**config.mk**
```make
export PLATFORM = sky130hd
export DESIGN_NAME = tusca_multizona_fd
export DESIGN_NICKNAME = d
export VERILOG_FILES = /design/src/rtl/tusca_multizona_fd.sv
export SDC_FILE = /design/constraint.sdc
export NUM_CORES = 1
export LEC_CHECK = 0
export BUFFER_PORTS_ARGS = -buffer_cell sky130_fd_sc_hd__buf_4
export CAP_MARGIN = 0
export CORE_UTILIZATION = 55
export DETAILED_ROUTE_END_ITERATION = 7
export GPL_TIMING_DRIVEN = 0
export PLACE_DENSITY_LB_ADDON = 0.08
export SLEW_MARGIN = 20
export SYNTH_ARGS = -nofsm -noshare
export SYNTH_HDL_FRONTEND = slang
export SYNTH_SLANG_ARGS = --single-unit
export TNS_END_PERCENT = 100
```
**constraint.sdc**
```tcl
create_clock -name clock -period 14.4 [get_ports clock]
set_input_delay 2.88 -clock clock [delete_from_list [all_inputs] [get_ports clock]]
set_output_delay 2.88 -clock clock [all_outputs]
set_load 0.005 [all_outputs]
```
**src/rtl/tusca_multizona_fd.sv**
```systemverilog
// tusca_multizona_fd: round-robin multi-zone climate datapath (temperature level, fan PWM, humidity relay).
// Optional macro TUSCA_FALHA_SEGURA_EN: a faulted zone forces its fan on and its relay off.
module tusca_multizona_fd #(
   parameter int N_ZONAS         = 4,
   parameter int LARG            = 16,
   parameter int N_NIVEIS        = 8,
   parameter int PERIODO_PWM     = 2000,
   parameter int PERIODO_AMOSTRA = 100_000_000,
   parameter int TIMEOUT         = 50_000_000,
   parameter int HIST            = 2,
   localparam int ZW = (N_ZONAS > 1) ? $clog2(N_ZONAS) : 1,
   localparam int LN = $clog2(N_NIVEIS)
) (
   input  logic                  clock,
   input  logic                  reset,
   input  logic                  habilita,
   output logic                  medir,
   output logic [ZW-1:0]         zona_medir,
   input  logic                  medida_valida,
   input  logic                  medida_erro,
   input  logic [LARG-1:0]       medida_temp,
   input  logic [LARG-1:0]       medida_umid,
   input  logic                  cfg_escreve,
   input  logic [3:0]            cfg_endereco,
   input  logic [LARG-1:0]       cfg_dado,
   output logic [N_ZONAS*LN-1:0] nivel,
   output logic [N_ZONAS-1:0]    pwm_ventoinha,
   output logic [N_ZONAS-1:0]    rele,
   output logic [N_ZONAS-1:0]    erro_zona,
   output logic                  pronto_ciclo,
   output logic [2:0]            db_estado
);

   localparam int CMAX = (TIMEOUT > PERIODO_AMOSTRA) ? TIMEOUT : PERIODO_AMOSTRA;
   localparam int CW   = $clog2(CMAX + 1);
   localparam int PW   = (PERIODO_PWM > 1) ? $clog2(PERIODO_PWM) : 1;

   typedef enum logic [2:0] {
      OCIOSO   = 3'd0,
      ESPERA   = 3'd1,
      SOLICITA = 3'd2,
      AGUARDA  = 3'd3,
      ARMAZENA = 3'd4,
      PROXIMA  = 3'd5
   } estado_t;

   estado_t               estado;
   logic [ZW-1:0]         zona;
   logic [CW-1:0]         contador;
   logic [PW-1:0]         cont_pwm;
   logic [LARG-1:0]       temp_lat;
   logic [LARG-1:0]       umid_lat;
   logic [LARG-1:0]       lim_temp [0:N_NIVEIS-2];
   logic [LARG-1:0]       lim_umid;
   logic [N_ZONAS*LN-1:0] nivel_r;
   logic [N_ZONAS-1:0]    rele_r;
   logic [N_ZONAS-1:0]    pwm_bruto;
   logic [LN-1:0]         nivel_novo;
   logic [LARG:0]         soma_umid;
   logic [LARG:0]         dif_umid;
   logic [LARG-1:0]       lim_sup;
   logic [LARG-1:0]       lim_inf;

   always_ff @(posedge clock or negedge reset) begin
      if (!reset) begin
         for (int i = 0; i < N_NIVEIS-1; i++) lim_temp[i] <= LARG'(20 + 2*i);
         lim_umid <= LARG'(60);
      end else if (cfg_escreve) begin
         for (int i = 0; i < N_NIVEIS-1; i++)
            if (cfg_endereco == 4'(i)) lim_temp[i] <= cfg_dado;
         if (cfg_endereco == 4'd15) lim_umid <= cfg_dado;
      end
   end

   // Thresholds need not be ordered, so the level is a plain count of thresholds reached.
   always_comb begin
      nivel_novo = '0;
      for (int i = 0; i < N_NIVEIS-1; i++)
         if (temp_lat >= lim_temp[i]) nivel_novo = nivel_novo + 1'b1;
   end

   // Hysteresis bounds use one extra bit so they saturate instead of wrapping.
   assign soma_umid = {1'b0, lim_umid} + (LARG+1)'(HIST);
   assign dif_umid  = {1'b0, lim_umid} - (LARG+1)'(HIST);
   assign lim_sup   = soma_umid[LARG] ? '1 : soma_umid[LARG-1:0];
   assign lim_inf   = dif_umid[LARG]  ? '0 : dif_umid[LARG-1:0];

   always_ff @(posedge clock or negedge reset) begin
      if (!reset)                                cont_pwm <= '0;
      else if (cont_pwm == PW'(PERIODO_PWM - 1)) cont_pwm <= '0;
      else                                       cont_pwm <= cont_pwm + 1'b1;
   end

   always_comb begin
      pwm_bruto = '0;
      for (int z = 0; z < N_ZONAS; z++)
         pwm_bruto[z] = 32'(cont_pwm) < (32'(nivel_r[z*LN +: LN]) * PERIODO_PWM) / (N_NIVEIS - 1);
   end

   always_ff @(posedge clock or negedge reset) begin
      if (!reset) begin
         estado       <= OCIOSO;
         zona         <= '0;
         contador     <= '0;
         medir        <= 1'b0;
         pronto_ciclo <= 1'b0;
         temp_lat     <= '0;
         umid_lat     <= '0;
         nivel_r      <= '0;
         rele_r       <= '0;
         erro_zona    <= '0;
      end else begin
         medir        <= 1'b0;
         pronto_ciclo <= 1'b0;
         case (estado)
            OCIOSO: begin
               if (habilita) begin
                  estado <= SOLICITA;
                  medir  <= 1'b1;
               end
            end
            ESPERA: begin
               if (!habilita) begin
                  estado   <= OCIOSO;
                  contador <= '0;
               end else if (contador == CW'(PERIODO_AMOSTRA - 1)) begin
                  estado   <= SOLICITA;
                  medir    <= 1'b1;
                  contador <= '0;
               end else begin
                  contador <= contador + 1'b1;
               end
            end
            SOLICITA: begin
               contador <= '0;
               estado   <= AGUARDA;
            end
            AGUARDA: begin
               if (medida_valida) begin
                  temp_lat <= medida_temp;
                  umid_lat <= medida_umid;
                  estado   <= ARMAZENA;
               end else if (medida_erro || contador == CW'(TIMEOUT - 1)) begin
                  for (int z = 0; z < N_ZONAS; z++)
                     if (zona == ZW'(z)) erro_zona[z] <= 1'b1;
                  estado <= PROXIMA;
               end else begin
                  contador <= contador + 1'b1;
               end
            end
            ARMAZENA: begin
               for (int z = 0; z < N_ZONAS; z++) begin
                  if (zona == ZW'(z)) begin
                     nivel_r[z*LN +: LN] <= nivel_novo;
                     if (umid_lat > lim_sup)      rele_r[z] <= 1'b1;
                     else if (umid_lat < lim_inf) rele_r[z] <= 1'b0;
                     erro_zona[z] <= 1'b0;
                  end
               end
               estado <= PROXIMA;
            end
            PROXIMA: begin
               contador <= '0;
               if (zona == ZW'(N_ZONAS - 1)) begin
                  zona         <= '0;
                  pronto_ciclo <= 1'b1;
                  estado       <= habilita ? ESPERA : OCIOSO;
               end else begin
                  zona   <= zona + 1'b1;
                  estado <= SOLICITA;
                  medir  <= 1'b1;
               end
            end
            default: estado <= OCIOSO;
         endcase
      end
   end

`ifdef TUSCA_FALHA_SEGURA_EN
   assign pwm_ventoinha = pwm_bruto | erro_zona;
   assign rele          = rele_r & ~erro_zona;
`else
   assign pwm_ventoinha = pwm_bruto;
   assign rele          = rele_r;
`endif

   assign nivel      = nivel_r;
   assign zona_medir = zona;
   assign db_estado  = estado;

endmodule

```
==> metrics <==
max incr delay on CP=~0.58 ns; total wire length after detailed routing=roughly 75,000 um; routability congestion estimate from global placement=0.937; met2 layer wire length in the routed design=approximately 37,000 um; outcome=finished clean; length of the first detailed-routing pass in iterations=6; crit share post-route=a little over nine tenths; Layout Nets=around 3.7k; Worst setup SP type=flop; yosys warns=0; CTS Buf Count=25; Clk Latency, worst-skew pair=0.54 ns; Core Region=between 40,000 and 50,000 um^2; wire length of the first global-routing pass=around 120,000 um; Slew headroom=between 30% and 40%; Die Height=~220 um; CTS H-tree depth=1; part of the Yosys area used for sequential elements=between 20 and 25%; Max Clock Freq=just over 0.07 GHz; overall via count from detail_route=~25k; number of maximum-capacitance constraint violations=0; wire length on met1=roughly 33,000 um; number of inserted filler cells in the final layout=approximately 4k; die footprint=~48,000 um^2; half-perimeter wire length after placement=between 50,000 and 60,000 um; Most common cell on crit path=sky130_fd_sc_hd__buf_4; most common flop cell mapped by yosys=sky130_fd_sc_hd__dfrtp_1; total number of placement rows=79; cell type with the largest total area after synthesis=sky130_fd_sc_hd__dfrtp_1; area grow syn2layout=16.1%; Distinct cells, synth=~140; number of flops mapped to enable cells by yosys=0; Finish-stage setup viols=0; category of the critical setup timing path=reg2out; share of cells above drive strength 1=about a fifth; total number of clock tree sinks=roughly 230; Post-Layout Inst Area=around 30,000 um^2; unrepaired setup endpoints after global routing=yes; GRT overflow=0; CTS tree=yes; number of I/O port buffers=86; Slew @ Worst Pin=about 0.99 ns; Worst Path Arrival=11.16 ns; vias in the first global route=roughly 24k; via-per-instance ratio=6.38; Clock Skew=~0.015 ns; CTS clock-pin slew for the worst setup and hold paths=0.06 ns; DIE WIDTH=219 um; final hold viol count=0; Critical Path Start=nivel[0]; origin of the worst min-delay path=lim_temp[40]; cell count after synthesis=between 3k and 4k; starting density of the core=~56%; number of I/O pins=89; Worst EP required=about 12 ns; Longest Clk Path Bufs=3; count of state elements after synthesis=225; highest routing layer actually used=met4; r2r startpoint=temp_lat[0]; CTS Root Cell=sky130_fd_sc_hd__clkbuf_16; mapped cell area=between 20,000 and 30,000 um^2; total length of routed met3 wires=3350 um; Post-Syn Nets=3,464; Critical Path Fanout Max=8; GRT Util Overall=between 30% and 40%; library cell contributing the largest single delay on the critical path=sky130_fd_sc_hd__or4b_4; time the final worst path needs with I/O delays and setup=roughly 14 ns; remaining antenna violation count after routing=0; total DRC errors in the routed layout=0; standard cell area after detailed placement=between 20,000 and 30,000 um^2; number of slew-limit violations in the final report=0; WL/cell=19.0 um; antenna violations before repair=1; Critical Path End Type=output port; pin count of the biggest net entering global routing=100; class of the tightest hold or removal check=reg2reg; FFs w/ async S/R, synth=100%; top-area cell type share of the netlist area=19.6%; main area contributors after synthesis=sky130_fd_sc_hd__dfrtp_1 (20%), sky130_fd_sc_hd__ha_1 (13%), sky130_fd_sc_hd__mux2_2 (6.3%); drt initial violations=around 1.9k; average size of a mapped cell=8.27 um^2
synthesized netlist by cell type (15+ instances only):
cell type,number
sky130_fd_sc_hd__o211a_1,17
sky130_fd_sc_hd__dfrtp_1,203
sky130_fd_sc_hd__or3_1,28
sky130_fd_sc_hd__nand3b_1,15
sky130_fd_sc_hd__and2_1,31
sky130_fd_sc_hd__inv_1,233
sky130_fd_sc_hd__or4_1,19
sky130_fd_sc_hd__xor2_1,44
sky130_fd_sc_hd__o211ai_1,45
sky130_fd_sc_hd__or2_2,19
sky130_fd_sc_hd__o21a_1,21
sky130_fd_sc_hd__nand2b_1,54
sky130_fd_sc_hd__nor4_1,28
sky130_fd_sc_hd__nand4_1,42
sky130_fd_sc_hd__nor3_1,74
sky130_fd_sc_hd__o21ai_0,180
sky130_fd_sc_hd__clkbuf_1,77
sky130_fd_sc_hd__xnor2_1,62
sky130_fd_sc_hd__a21oi_1,174
sky130_fd_sc_hd__o21ai_1,17
sky130_fd_sc_hd__o22ai_1,26
sky130_fd_sc_hd__nor2b_1,49
sky130_fd_sc_hd__nand3_1,110
sky130_fd_sc_hd__ha_1,259
sky130_fd_sc_hd__o2111ai_1,16
sky130_fd_sc_hd__mux2_2,146
sky130_fd_sc_hd__and3_1,28
sky130_fd_sc_hd__nor2_1,211
sky130_fd_sc_hd__a211o_1,17
sky130_fd_sc_hd__mux2i_1,35
sky130_fd_sc_hd__nand2_1,259
sky130_fd_sc_hd__o31ai_1,24
sky130_fd_sc_hd__dfstp_2,22
sky130_fd_sc_hd__a211oi_1,30
sky130_fd_sc_hd__fa_1,16
sky130_fd_sc_hd__a21o_1,104
sky130_fd_sc_hd__a31oi_1,35
layer usage:
layer / vias to the layer above / track usage, %
met3: 163 / 2.36
met5: - / 0
met2: 795 / 53.9
li1: 12000 / -
met1: 12200 / 39.2
met4: 0 / 7.41
area by class of cell:
class	count	area, um^2	area share (%)
Multi-Input combinational cell	2562	20000	66.5
Sequential cell	225	5670	18.9
Timing Repair Buffer	173	1380	4.59
Inverter	240	915	3.04
Tap cell	607	759	2.53
Clock buffer	36	717	2.38
Buffer	99	454	1.51
Clock inverter	10	170	0.566
Antenna cell	1	2.50	0.00832
metrics by stage:
step	util, %	std cells	hold slack (ns)	setup WS, ns	setup TNS (ns)
after global routing	64.7	3952	0.513	-0.0529	-0.138
after floorplan	-	3131	0.469	1.64	0
after global placement	58.8	3824	0.486	-0.411	-0.833
after detailed placement	58.9	3826	0.494	-0.613	-1.36
after CTS	62.0	3895	0.507	-0.0558	-0.0558
final	64.7	3953	0.504	0.363	0
path summary, 6_finish.rpt:
kind	to	slack, ns	cells after the start
min in group asynchronous	lim_temp[64]	2.24	1
worst min-delay path	lim_temp[40]	0.50	1
max in group asynchronous	contador[2]	11.34	2
worst max register to register	nivel[5]	6.89	31
worst min register to register	lim_temp[40]	0.50	1
worst max-delay path	pwm_ventoinha[0]	0.36	47
repair_timing:
item	CTS	global route
pin swaps	12	52
hold buffers	0	0
endpoints found under the setup margin	4	4
buffers inserted	25	60
resized for setup	69	172
gates cloned	0	1
cells by family after synthesis:
| kind of cell | after synthesis | share of synthesized area [%] |
|---|---|---|
| AOI/OAI and AO/OA | 930 | 25.8 |
| xor gates and xnor gates | 111 | 3.97 |
| adders and majority gates | 277 | 13.8 |
| buffers and inverters | 345 | 5.19 |
| DFF | 225 | 21.8 |
| muxes | 185 | 7.90 |
| and+or+nand+nor | 1058 | 21.5 |
cells in the final DEF, fill, tap and decap left out, types with 26 or more instances in the layout:
master                     Yosys  final
sky130_fd_sc_hd__nand3_1     110    104
sky130_fd_sc_hd__a21o_1      104    103
sky130_fd_sc_hd__ha_1        259    256
sky130_fd_sc_hd__xor2_1       44     41
sky130_fd_sc_hd__nor3_1       74     67
sky130_fd_sc_hd__o21ai_0     180    170
sky130_fd_sc_hd__mux2_2      146    143
sky130_fd_sc_hd__nand4_1      42     42
sky130_fd_sc_hd__inv_1       233    230
sky130_fd_sc_hd__a31oi_1      35     30
sky130_fd_sc_hd__dfrtp_1     203    193
sky130_fd_sc_hd__a21oi_1     174    163
sky130_fd_sc_hd__nor2b_1      49     47
sky130_fd_sc_hd__nand2b_1     54     54
sky130_fd_sc_hd__mux2i_1      35     26
sky130_fd_sc_hd__and3_1       28     27
sky130_fd_sc_hd__xnor2_1      62     58
sky130_fd_sc_hd__buf_4         4    169
sky130_fd_sc_hd__nand2_1     259    254
sky130_fd_sc_hd__clkbuf_1     77     70
sky130_fd_sc_hd__nor2_1      211    207
sky130_fd_sc_hd__o211ai_1     45     45
sky130_fd_sc_hd__and2_1       31     29
sequential cells by signal (all words and copies together) (netlist names):
| register | flops |
|---|---|
| erro_zona | 4 |
| temp_lat | 16 |
| cont_pwm | 11 |
| lim_umid | 16 |
| umid_lat | 16 |
| pronto_ciclo | 1 |
| contador | 27 |
| lim_temp | 112 |
| medir | 1 |
| zona_medir | 2 |
| rele | 4 |
| db_estado | 3 |
| nivel | 12 |
worst max-delay path: cells and delay by family, from the launching register on:
kind                     cells  cell delay [ns]
multiplexers                 1             0.36
AND/OR/NAND/NOR             13             2.97
flip-flops                   1             0.48
adder cells (fa/ha/maj)      7             2.16
buffers and inverters        8             1.01
AO/OA/AOI/OAI               17             3.41
XOR/XNOR                     1             0.25
Power is left out: the tool's default activity adds up to more than one toggle a clock period on the data nets, which glitch-free logic cannot reach.
